==> src/rtl/store_ctrl_banked.sv <==
// Banked multi-core store controller: per-core staging banks that are flushed to memory
// as a burst of concatenated beats once every enabled core has reached the store barrier.
module store_ctrl_banked #(
  parameter int NCORES = 4,
  parameter int DW     = 16,
  parameter int DEPTH  = 16,
  parameter int AW     = 16
) (
  input  logic                           clk,
  input  logic                           rst_n,
  input  logic [NCORES-1:0]              op,
  input  logic [NCORES*$clog2(DEPTH)-1:0] reg_addr,
  input  logic [NCORES*DW-1:0]           wr_data,
  input  logic [NCORES-1:0]              wr_en,
  input  logic [NCORES-1:0]              core_mask,
  input  logic [AW-1:0]                  base_addr,
  input  logic                           mem_ready,
  output logic                           mem_wr,
  output logic [AW-1:0]                  mem_addr,
  output logic [NCORES*DW-1:0]           mem_wdata,
  output logic                           busy,
  output logic                           done,
  output logic [NCORES-1:0]              wr_err
);
  localparam int IW = $clog2(DEPTH);

  typedef enum logic {IDLE, BURST} state_t;
  state_t state, state_nx;

  logic [DW-1:0]                  bank [NCORES][DEPTH];
  logic [NCORES-1:0][DEPTH-1:0]   valid;
  logic [NCORES-1:0]              op_seen;
  logic [IW-1:0]                  hwm;
  logic [IW-1:0]                  last;
  logic [IW-1:0]                  beat;
  logic                           written;
  logic [AW-1:0]                  base_l;
  logic [IW-1:0]                  wr_max;
  logic                           any_wr;
  logic                           fire;
  logic                           accept;
  logic                           last_beat;

  // High-water mark including writes landing on this edge, so a write that
  // coincides with the final op is part of the burst.
  always_comb begin
    wr_max = hwm;
    for (int i = 0; i < NCORES; i++) begin
      if (wr_en[i] && (reg_addr[i*IW +: IW] > wr_max)) wr_max = reg_addr[i*IW +: IW];
    end
  end

  assign any_wr    = |wr_en;
  assign fire      = (state == IDLE) && (core_mask != '0) &&
                     (((op_seen | op) & core_mask) == core_mask);
  assign accept    = (state == BURST) && mem_ready;
  assign last_beat = (beat == last);

  always_comb begin
    state_nx = state;
    case (state)
      IDLE:    if (fire && (written || any_wr)) state_nx = BURST;
      BURST:   if (accept && last_beat)         state_nx = IDLE;
      default: state_nx = IDLE;
    endcase
  end

  always_ff @(posedge clk or negedge rst_n) begin
    if (!rst_n) begin
      state   <= IDLE;
      valid   <= '0;
      op_seen <= '0;
      hwm     <= '0;
      written <= 1'b0;
      beat    <= '0;
      done    <= 1'b0;
      wr_err  <= '0;
    end else begin
      state  <= state_nx;
      done   <= 1'b0;
      wr_err <= '0;
      if (state == IDLE) begin
        for (int i = 0; i < NCORES; i++) begin
          if (wr_en[i]) valid[i][reg_addr[i*IW +: IW]] <= 1'b1;
        end
        hwm     <= wr_max;
        written <= written | any_wr;
        op_seen <= op_seen | op;
        if (fire) begin
          op_seen <= '0;
          beat    <= '0;
          // Barrier with nothing staged completes immediately without a burst.
          if (!(written || any_wr)) begin
            done    <= 1'b1;
            hwm     <= '0;
            written <= 1'b0;
          end
        end
      end else begin
        wr_err <= wr_en;
        if (accept) begin
          if (last_beat) begin
            done    <= 1'b1;
            valid   <= '0;
            hwm     <= '0;
            written <= 1'b0;
          end else begin
            beat <= beat + IW'(1);
          end
        end
      end
    end
  end

  // Bank contents and burst parameters carry no reset; they are qualified by valid/state.
  always_ff @(posedge clk) begin
    if (state == IDLE) begin
      for (int i = 0; i < NCORES; i++) begin
        if (wr_en[i]) bank[i][reg_addr[i*IW +: IW]] <= wr_data[i*DW +: DW];
      end
      if (fire) begin
        base_l <= base_addr;
        last   <= wr_max;
      end
    end
  end

  assign mem_wr   = (state == BURST);
  assign busy     = (state == BURST);
  assign mem_addr = (state == BURST) ? (base_l + AW'(beat)) : '0;

  always_comb begin
    mem_wdata = '0;
    if (state == BURST) begin
      for (int i = 0; i < NCORES; i++) begin
        if (valid[i][beat]) mem_wdata[i*DW +: DW] = bank[i][beat];
      end
    end
  end
endmodule

==> config.mk <==
export PLATFORM = sky130hd
export DESIGN_NAME = store_ctrl_banked
export DESIGN_NICKNAME = d
export VERILOG_FILES = /design/src/rtl/store_ctrl_banked.sv
export SDC_FILE = /design/constraint.sdc
export NUM_CORES = 1
export LEC_CHECK = 0
export BUFFER_PORTS_ARGS = -buffer_cell sky130_fd_sc_hd__buf_4
export CORE_AREA = 2 2 425 427
export CTS_CLUSTER_DIAMETER = 40
export CTS_CLUSTER_SIZE = 16
export DETAILED_ROUTE_END_ITERATION = 7
export DIE_AREA = 0 0 427 429
export SLEW_MARGIN = 20
export SYNTH_ARGS = -nofsm -noshare
export SYNTH_HDL_FRONTEND = slang
export SYNTH_SLANG_ARGS = --single-unit
==> constraint.sdc <==
create_clock -name clk -period 5.54 [get_ports clk]
set_clock_uncertainty 0.15 [all_clocks]
set_input_delay 0.554 -clock clk [delete_from_list [all_inputs] [get_ports clk]]
set_output_delay 0.554 -clock clk [all_outputs]
set_load 0.02 [all_outputs]
==> results.md <==
- Setup repair after global routing could not meet its margin everywhere.
- Entering global routing, the biggest net connects between 50 and 60 pins.
- The switching power is slightly above 8 mW.
- The final standard cell count with taps included and fillers excluded is between 5000 and 6000.
- Once the floorplan was initialized, standard cells occupied approximately 25% of the core.
- The horizontal extent of the die is 427 um.
- The synthesized netlist contains 66 unique library cells.
- The number of nets in the synthesized netlist is about 2300.
- The area share of the largest cell type after synthesis is a little over two thirds.
- The proportion of synthesized flip-flops having asynchronous set or reset is between 7 and 8%.
- The pre-antenna-repair detailed-routing pass consisted of 7 iterations.
- The floorplan die height is 429 um.
- The post-synthesis average cell area is about 21 um^2.
- Counting both buffers and inverters, the worst setup path holds a total of 2.
- At the worst endpoint, the required time is a little under 6 ns.
- The via density per instance is 4.51.
- The transition at the pin with the smallest max-transition slack is around 0.97 ns.
- Clock tree synthesis found a total of about 1100 sinks.
- The combinational cell fraction of total power is 28.1%.
- The count of endpoints failing setup in the final report is 8.
- The slowest library cell on the worst path is or3b_4.
- The number of buffer cells added on primary ports is 197.
- The via count of the first global-routing pass was roughly 24000.
- The average wire length per cell after detail routing is around 23 um.
- The worst setup path is captured at a flip-flop.
- The global-route wire length before repair is ~170000 um.
- Net switching is between 20 and 30% of the power.
- The synthesized instance count is ~2100.
- Among all flip-flop cells after synthesis, the most frequent one is edfxtp_1.
- In this run, the number of DRC markers left after iteration 0 of detailed routing was around 2000.
- Ranked by instance count, the synthesized netlist is headed by 1044 x edfxtp_1, 301 x mux4_2, 83 x dfrtp_1, 81 x nor2_1, 74 x clkbuf_1.
- After synthesis, the cell types taking the most area are edfxtp_1 70%, mux4_2 15%, dfrtp_1 4.7%, mux2i_1 1.1%, o21a_1 1.1%.
- The ratio of total power to cell area is between 400 and 500 mW/mm^2.
- The filler cells instantiated in the layout total 17000.
- The count of standard-cell rows is about 160.
- The tree is rooted in a clkbuf_16.
- Counting flops and latches in the post-synthesis netlist gives around 1100.
- The data arrival time of the worst path is 6.49 ns.
- The via count is 22900.
- The largest total area in the synthesized netlist belongs to edfxtp_1.
- The critical path's largest stage delay is ~0.44 ns.
- The HPWL after detailed placement is between 60000 and 70000 um.
- The most common cell in the netlist is edfxtp_1.
- The weighted congestion reported at the end of routability-driven placement is ~0.77.
- Clock-pin slew was measured on the worst setup and hold paths at around 0.050 ns.
- The total clock buffers created by CTS is 144.
- The total standard cell area after synthesis is 0.0445 mm^2.
- The analysis attributes to cell leakage a power of ~18 nW.
- The area growth from synthesis to final layout is 26.0%.
- The net count of the finished layout is about 2700.
- In this run, flip-flops and latches consume 36.7% of the power.
- By instance count, the cell type seen most on the critical path is ha_4.
- The portion of the post-synthesis area used by sequential elements is around three quarters.
- The later pin in the worst-skew pair is clocked with a latency of 0.79 ns.
- The clock tree synthesis step divided the H-tree into 4 levels.
- The number of pins exceeding their max-slew limit in the final report is 0.
- The number of design rule violations left after detail routing is 0.
- The share of total power dissipated in the clock network is a little over a third.
- The number of flops mapped to enable cells by yosys is between 1000 and 1500.
- The post-layout minimum cycle time is slightly above 6 ns.
- Dividing the final minimum period by the clock period gives 110%.
- The initial antenna violation count is 13.
- Static timing analysis puts the maximum clock frequency at 164 MHz.
- The startpoint-to-endpoint class of the critical path is flip-flop to flip-flop.
- The clock passes through at most 3 buffers.
- The post-detailed-route count of antenna-violating nets is 0.
- The overall die area is around 0.18 mm^2.
- The run finished, with violations left.
- The checks that failed: negative setup slack.
- The tool flagged a number of max-cap violations equal to 0.
- For this run the aggregate overflow at the end of global routing stands at 0.
- The count of final hold-check violations is 0.
- The summed area of non-filler cells in the final layout is 0.0561 mm^2.
- The total wire length after detailed routing is ~120000 um.
- The cell type group with the largest total delay on the critical path is compound AO/OA/AOI/OAI gates.
- The overall global routing resource usage is roughly 13%.
- The total cell area at the placement stage is between 0.04 and 0.05 mm^2.
- Cell internal power was estimated by the tool at roughly 19 mW.
- For this design the top-level I/O count stands at a little under 200.
- After layout, the worst setup slack is -0.567 ns.
- The path class of the tightest hold or removal check is primary input to async pin.
- The worst pin sits at a relative slew slack of between 30% and 40%.
- The share of layout cells above drive strength 1 is 37.3%.
- The worst ir drop on vdd is around 0.34 mV.
- The clock tree from TritonCTS is yes.
- Counting tap cells, the placed design contains a total of about 4700 instances.
- The worst setup path is launched from a flip-flop.
- The count of yosys warnings during synthesis is 0.
- The core area is 0.178 mm^2.
- Of all nets on the critical path, the largest fanout is 5.
- The flop-to-flop setup slack is -0.57 ns.
## cells by family after synthesis
logic type               count (synthesis)  synth area share [%]
AO/OA/AOI/OAI                          199                  3.16
XOR/XNOR                                18                 0.354
adder cells (fa/ha/maj)                 18                 0.520
buffers and inverters                  130                  1.13
flip-flops                            1127                  75.1
multiplexers                           361                  16.6
AND/OR/NAND/NOR                        271                  3.06
## power by group through the flow
stage               clock (mW)  sequential, mW  combinational (mW)
finish                    9.65            10.1                7.73
global route              10.2            10.2                8.28
CTS                       9.85            10.1                7.77
detailed placement           0            10.3                7.55
global placement             0            10.3                7.50
floorplan                    0            9.98                5.08
## layout make-up
class / count / area, um^2 / area share, %
repair buffers: 427 / 3510 / 6.26
diodes: 5 / 12.5 / 0.0223
clock buffers: 163 / 3770 / 6.72
well taps: 2355 / 2950 / 5.26
flip-flops and latches: 1127 / 33400 / 59.7
inverters: 18 / 67.6 / 0.121
multi-input cells: 867 / 11100 / 19.7
clock inverters: 106 / 1250 / 2.23
## path summary, 6_finish.rpt
kind,startpoint,to,depth (start not counted)
max,hwm[1]$_DFFE_PN0P_,last[0]$_DFFE_PP_,29
min,rst_n,wr_err[1]$_DFF_PN0_,2
max reg2reg,hwm[1]$_DFFE_PN0P_,last[0]$_DFFE_PP_,29
min reg2reg,valid[49]$_DFFE_PN0P_,valid[49]$_DFFE_PN0P_,1
max in group asynchronous,rst_n,beat[3]$_DFFE_PN0P_,3
min in group clk,reg_addr[13],hwm[1]$_DFFE_PN0P_,3
## registers in the layout, summed over array words and instances, names as in the netlist
| signal | cells |
|---|---|
| bank | 1024 |
| base_l | 16 |
| beat | 4 |
| busy | 1 |
| done | 1 |
| hwm | 4 |
| last | 4 |
| op_seen | 4 |
| valid | 64 |
| wr_err | 4 |
| written | 1 |
## worst reg2reg max path: cells and delay by family (launching register included)
| kind | cells | cell delay (ns) |
|---|---|---|
| AOI/OAI and AO/OA | 11 | 1.84 |
| DFF | 1 | 0.39 |
| and+or+nand+nor | 8 | 1.47 |
| muxes | 3 | 0.73 |
| adders and majority gates | 5 | 1.15 |
| buffers and inverters | 2 | 0.11 |
## routing by layer
| layer | up-vias | track usage, % | part of all wire [%] |
|---|---|---|---|
| met4 | 4 | 3.80 | 2.5 |
| met3 | 178 | 2.73 | 4.9 |
| li1 | 9830 | - | - |
| met2 | 627 | 21.8 | 52 |
| met5 | - | 0 | 0.020 |
| met1 | 12200 | 15.6 | 41 |
## layout by cell type (no fill, tap or decap), drive strengths merged, types with 17 or more instances in the layout
master	synthesis	routed
edfxtp	1044	1044
buf	37	336
o21ai	33	33
nor3	20	20
dfrtp	83	83
dlygate4sd3	0	91
nor2	81	81
mux4	301	301
clkinv	0	48
a21oi	48	48
nand2	49	49
and3	54	54
o21a	64	64
mux2i	50	50
clkbuf	74	163
inv	18	49
bufinv	0	17
## repair_timing
item	4_1_cts	5_1_grt
hold endpoints to repair	1080	0
hold buffers	91	0
cloned	0	0
pin swaps	11	19
setup endpoints to repair	8	8
resized for setup	20	14
setup buffers	9	11
## stage by stage
step                      setup slack [ns]  setup TNS [ns]  hold slack, ns  util (%)  total power, mW
after global placement              -0.818           -5.90           0.318      28.0             17.8
after global routing                -0.791           -5.74           0.107      31.5             28.6
after detailed placement            -0.906           -6.43           0.324      28.0             17.8
after CTS                           -0.428           -3.08          0.0708      31.4             27.7
after floorplan                     -0.405           -2.31           0.108         -             15.1
final                               -0.567           -3.92           0.106      31.5             27.5
Note: power is estimated with default switching activity, not from simulation.
